===== src/rtl/maze_state.sv =====
// Live maze tile map, pellet bookkeeping and score; neighbour tile codes are 0-cycle combinational.
// Level image comes from ROM_IMAGE (row-major, 2 bits per tile) and is copied in one row per cycle.
module maze_state #(
    parameter int MAZE_W        = 28,
    parameter int MAZE_H        = 31,
    parameter int PELLET_POINTS = 10,
    parameter int SCORE_W       = 16,
    parameter logic [MAZE_H*MAZE_W*2-1:0] ROM_IMAGE = '0
) (
    input  logic               clk60,
    input  logic               reset,
    input  logic               level_restart,
    input  logic               eat_en,
    input  logic [6:0]         curr_xtile,
    input  logic [6:0]         curr_ytile,
    output logic [1:0]         tile_info [0:3],
    output logic               ready,
    output logic               pellet_eaten,
    output logic [7:0]         pellets_left,
    output logic [SCORE_W-1:0] score,
    output logic               level_clear
);
    localparam int XW = $clog2(MAZE_W);
    localparam int YW = $clog2(MAZE_H);
    localparam logic [1:0] WALL = 2'b00;
    localparam logic [1:0] WKNP = 2'b01;
    localparam logic [1:0] WKRP = 2'b10;

    typedef enum logic [1:0] {RESTORE, PLAY, CLEAR} state_t;

    state_t           state, state_nxt;
    logic [YW-1:0]    row;
    logic [1:0]       map [MAZE_H][MAZE_W];
    logic [XW-1:0]    x, x_r, x_l;
    logic [YW-1:0]    y;
    logic             on_maze, eat_now, last_row;
    logic [7:0]       row_pellets;
    logic [SCORE_W:0] score_sum;

    assign x         = curr_xtile[XW-1:0];
    assign y         = curr_ytile[YW-1:0];
    assign on_maze   = (curr_xtile < 7'(MAZE_W)) && (curr_ytile < 7'(MAZE_H));
    // Horizontal tunnel: the left and right edges are adjacent.
    assign x_r       = (x == XW'(MAZE_W-1)) ? '0 : x + 1'b1;
    assign x_l       = (x == '0) ? XW'(MAZE_W-1) : x - 1'b1;
    assign last_row  = (row == YW'(MAZE_H-1));
    assign eat_now   = (state == PLAY) && eat_en && on_maze && (map[y][x] == WKRP);
    assign score_sum = {1'b0, score} + (SCORE_W+1)'(PELLET_POINTS);

    always_comb begin
        row_pellets = '0;
        for (int i = 0; i < MAZE_W; i++)
            if (ROM_IMAGE[(int'(row)*MAZE_W + i)*2 +: 2] == WKRP)
                row_pellets = row_pellets + 8'd1;
    end

    always_ff @(posedge clk60) begin
        if (reset) state <= RESTORE;
        else       state <= state_nxt;
    end

    always_comb begin
        state_nxt = state;
        if (level_restart) begin
            state_nxt = RESTORE;
        end else begin
            case (state)
                RESTORE: if (last_row)
                             state_nxt = ((pellets_left + row_pellets) == 8'd0) ? CLEAR : PLAY;
                PLAY:    if (eat_now && pellets_left == 8'd1) state_nxt = CLEAR;
                default: state_nxt = state;
            endcase
        end
    end

    always_comb begin
        ready       = (state != RESTORE);
        level_clear = (state == CLEAR);
    end

    always_comb begin
        for (int d = 0; d < 4; d++) tile_info[d] = WALL;
        if (ready && on_maze) begin
            tile_info[0] = map[y][x_r];
            if (y != '0)              tile_info[1] = map[y - 1'b1][x];
            if (y != YW'(MAZE_H-1))   tile_info[2] = map[y + 1'b1][x];
            tile_info[3] = map[y][x_l];
        end
    end

    always_ff @(posedge clk60) begin
        if (reset || level_restart) begin
            row          <= '0;
            pellets_left <= '0;
            pellet_eaten <= 1'b0;
            if (reset) score <= '0;
        end else begin
            pellet_eaten <= eat_now;
            if (state == RESTORE) begin
                row          <= last_row ? '0 : row + 1'b1;
                pellets_left <= pellets_left + row_pellets;
                for (int i = 0; i < MAZE_W; i++)
                    map[row][i] <= ROM_IMAGE[(int'(row)*MAZE_W + i)*2 +: 2];
            end else if (eat_now) begin
                map[y][x] <= WKNP;
                if (pellets_left != 8'd0) pellets_left <= pellets_left - 8'd1;
                score <= score_sum[SCORE_W] ? '1 : score_sum[SCORE_W-1:0];
            end
        end
    end
endmodule


===== config.mk =====
export PLATFORM = sky130hd
export DESIGN_NAME = maze_state
export DESIGN_NICKNAME = d
export VERILOG_FILES = /design/src/rtl/maze_state.sv
export SDC_FILE = /design/constraint.sdc
export NUM_CORES = 2
export LEC_CHECK = 0
export CAP_MARGIN = 20
export CORE_UTILIZATION = 54
export DETAILED_ROUTE_END_ITERATION = 7
export PLACE_DENSITY = 0.78
export SYNTH_ARGS = -nofsm -noshare
export SYNTH_HDL_FRONTEND = slang
export SYNTH_SLANG_ARGS = --single-unit

===== constraint.sdc =====
create_clock -name clk60 -period 6.4 [get_ports clk60]
set_input_delay 1.6 -clock clk60 [delete_from_list [all_inputs] [get_ports clk60]]
set_output_delay 1.6 -clock clk60 [all_outputs]
set_load 0.1 [all_outputs]

==> flow_metrics.tcl <==
set metrics [dict create \
    setup_viol 2 \
    fin_setup_tns_ns -0.371 \
    switching_share_pct 25.7 \
    cp.arrival_ns 4.99 \
    crit_required_ns 4.80 \
    startpoint_type "input pin" \
    routed_wl_um 167000 \
    viasPerCell 6.27 \
    holdCritPathClass "flop to flop" \
    ir_drop_v 0.000226 \
    netSwitchingPower_uw 3800 \
    cts_tree "built" \
    clock-sinks 900 \
    wire_per_inst_um 26.1 \
    via_count 40300 \
    dieArea_um2 100000 \
    drt_iter0_drc 5745 \
    ctsHoldBuffers 0 \
    crit_fanout 16 \
    crit_type "input pin to output pin" \
    pre_cts_slack_ns -0.221 \
    cts_max_level 3 \
    cts-root-buf "clkbuf_16" \
    drive_above_1_share_pct 24.7 \
    grt_pass1_wl_um 246000 \
    postSynthCellCount 4080 \
    maxCapViolations 0 \
    grt_pass1_vias 40000 \
    avgSynthCellArea_um2 13.1 \
    place.gp.congestion 1.02 \
    die_width_um 316 \
    antenna_found_initial 5 \
    leakage_uw 0.0234 \
    skew_ns 0.0278 \
    rsz0062_at_grt "true" \
    synthArstFlopShare_pct 0 \
    synth.cell_area_um2 53300 \
    synth.distinct_cells 81 \
    power_frac_seq_pct 44.1 \
    endpoint_kind "output pin" \
    max_freq_mhz 152 \
    globalRoute.totalOverflow 0 \
    cts_buffers 98 \
    ys_seq_elements 900 \
    synth_ff_type "edfxtp_1" \
    io_buffers 47 \
    clk_latency_ns 0.70 \
    setup_ws_ns -0.191 \
    combPwrFrac_pct 16.7 \
    nets 5095 \
    fp.coreArea_um2 97300 \
    dp_hpwl_um 109000 \
    synth-seq-area-share_pct 50.4 \
    dr.pass1.iters 6 \
    status "complete, but fails checks" \
    ant_nets 0 \
    ys_warn_count 0 \
    p_int_uw 11000 \
    clk_pin_slew_ns 0.06 \
    clk_path_buf_depth 3 \
    grtUsageTotal_pct 33.5 \
    io-pin-count 53 \
    synthToLayoutAreaGrowth_pct 21.3 \
    slew-limit-headroom_pct 26.8 \
    violations "negative setup slack" \
    clkPwrFrac_pct 39.2 \
    hold_viol_final 0 \
    synth_edf_count 884 \
    die_y_um 316 \
    layout_min_cycle_time_ns 6.59 \
    drcViolationCount 0 \
    grt_max_degree 140 \
    worst-slew-pin-transition_ns 1.10 \
    p_per_area_nw_per_um2 228 \
    rows 114 \
    slew_viol_final 0 \
    finalCritPeriodShare_pct 103 \
    start_util_pct 54.8 \
]
## cell families after synthesis
kind of cell | after synthesis | synth area share [%]
flip-flops | 900 | 50.4
buffers and inverters | 468 | 4.48
AO/OA/AOI/OAI | 374 | 4.88
other | 1 | 0.00704
AND/OR/NAND/NOR | 1357 | 10.3
multiplexers | 947 | 29.3
adder cells (fa/ha/maj) | 11 | 0.258
XOR/XNOR | 22 | 0.418
## through the flow
step / power [µW] / cells / instance area, µm² / hold WS [ns] / util (%)
CTS: 14600 / 6397 / 64200 / 0.469 / 66.0
global placement: 8790 / 6191 / 60200 / 0.447 / 61.8
global route: 15100 / 6425 / 64600 / 0.488 / 66.5
finish: 14800 / 6429 / 64700 / 0.469 / 66.5
floorplan: 8020 / 4952 / 56800 / 0.474 / -
detailed placement: 8810 / 6191 / 60200 / 0.459 / 61.8
## registers in the layout, indices dropped and copies added (netlist names)
name / cells
map: 868
pellet_eaten: 1
pellets_left: 8
row: 5
score: 16
state: 2
## cells in the mapped netlist (17+ instances only)
cell type	n	share of area, %
a21oi_1	75	0.70
clkbuf_1	215	1.5
edfxtp_1	884	50
buf_1	40	0.28
nand4_1	21	0.25
buf_4	65	0.92
nor3_1	21	0.20
o22ai_1	25	0.29
buf_6	34	0.72
nand2_1	217	1.5
mux2i_1	326	6.1
a211oi_1	23	0.32
and2_1	18	0.21
buf_2	82	0.77
a31oi_1	26	0.31
mux4_2	474	20
o211ai_1	34	0.48
inv_1	28	0.20
o21ai_0	47	0.44
mux2_2	146	3.1
nand3_1	45	0.42
nor2_1	963	6.8
a221oi_1	17	0.28
## final timing paths
check,start,endpoint,slack (ns),cells past startpoint
worst max-delay path,curr_ytile[1],tile_info[4],-0.19,16
worst min-delay path,pellets_left[0],pellets_left[0],0.47,2
worst max register to register,state[1],map[13][8],3.05,6
worst min register to register,pellets_left[0],pellets_left[0],0.47,2
## area by class of cell
type | instances | area (µm²)
Inverter | 30 | 141
Multi-Input combinational cell | 3584 | 27900
Fill cell | 6782 | 32600
Timing Repair Buffer | 452 | 4910
Tap cell | 1276 | 1600
Sequential cell | 900 | 26900
Antenna cell | 4 | 10.0
Clock inverter | 54 | 505
Clock buffer | 129 | 2760
## power groups by stage
stage | Sequential (µW) | Clock [µW] | Combinational [µW]
after floorplan | 6670 | 0 | 1350
after global placement | 6630 | 0 | 2150
after detailed placement | 6630 | 0 | 2180
after CTS | 6510 | 5810 | 2310
after global routing | 6510 | 6040 | 2540
final | 6510 | 5790 | 2470
## per-layer routing
layer,track usage [%],share of wire (%),up-vias
met2,53.3,47,2965
met1,42.5,34,20000
met3,8.20,14,613
li1,-,-,16700
met5,0,0.027,-
met4,17.8,5.7,8
## placed cells by master, fill, tap and decap left out, drive strengths merged, types with 23 or more instances in the layout
cell and instances:
a211oi 23, a21oi 75, a31oi 26, buf 403
clkbuf 133, clkdlybuf4s50 37, clkinv 38, conb 873
edfxtp 884, inv 29, mux2 147, mux2i 326
mux4 474, nand2 217, nand3 45, nor2 963
o211ai 34, o21ai 51, o22ai 25
## critical path: stages
cell and delay (ns):
buf_12 0.11, clkinvlp_4 0.16, ha_4 0.22, xnor2_4 0.16, buf_12 0.16, buf_12 0.14
buf_4 0.16, buf_12 0.16, a211oi_1 0.20, a2111oi_0 0.14, a311oi_2 0.33, o21ai_2 0.11
o211ai_1 0.25, a21oi_2 0.16, nor4_4 0.64, buf_12 0.26
## what timing repair did
item / in CTS / in global routing
resized for setup: 61 / 59
setup buffers: 13 / 27
setup endpoints to repair: 4 / 4
pin swaps: 19 / 21
cloned: 11 / 3
Note: power is estimated with default switching activity, not from simulation.
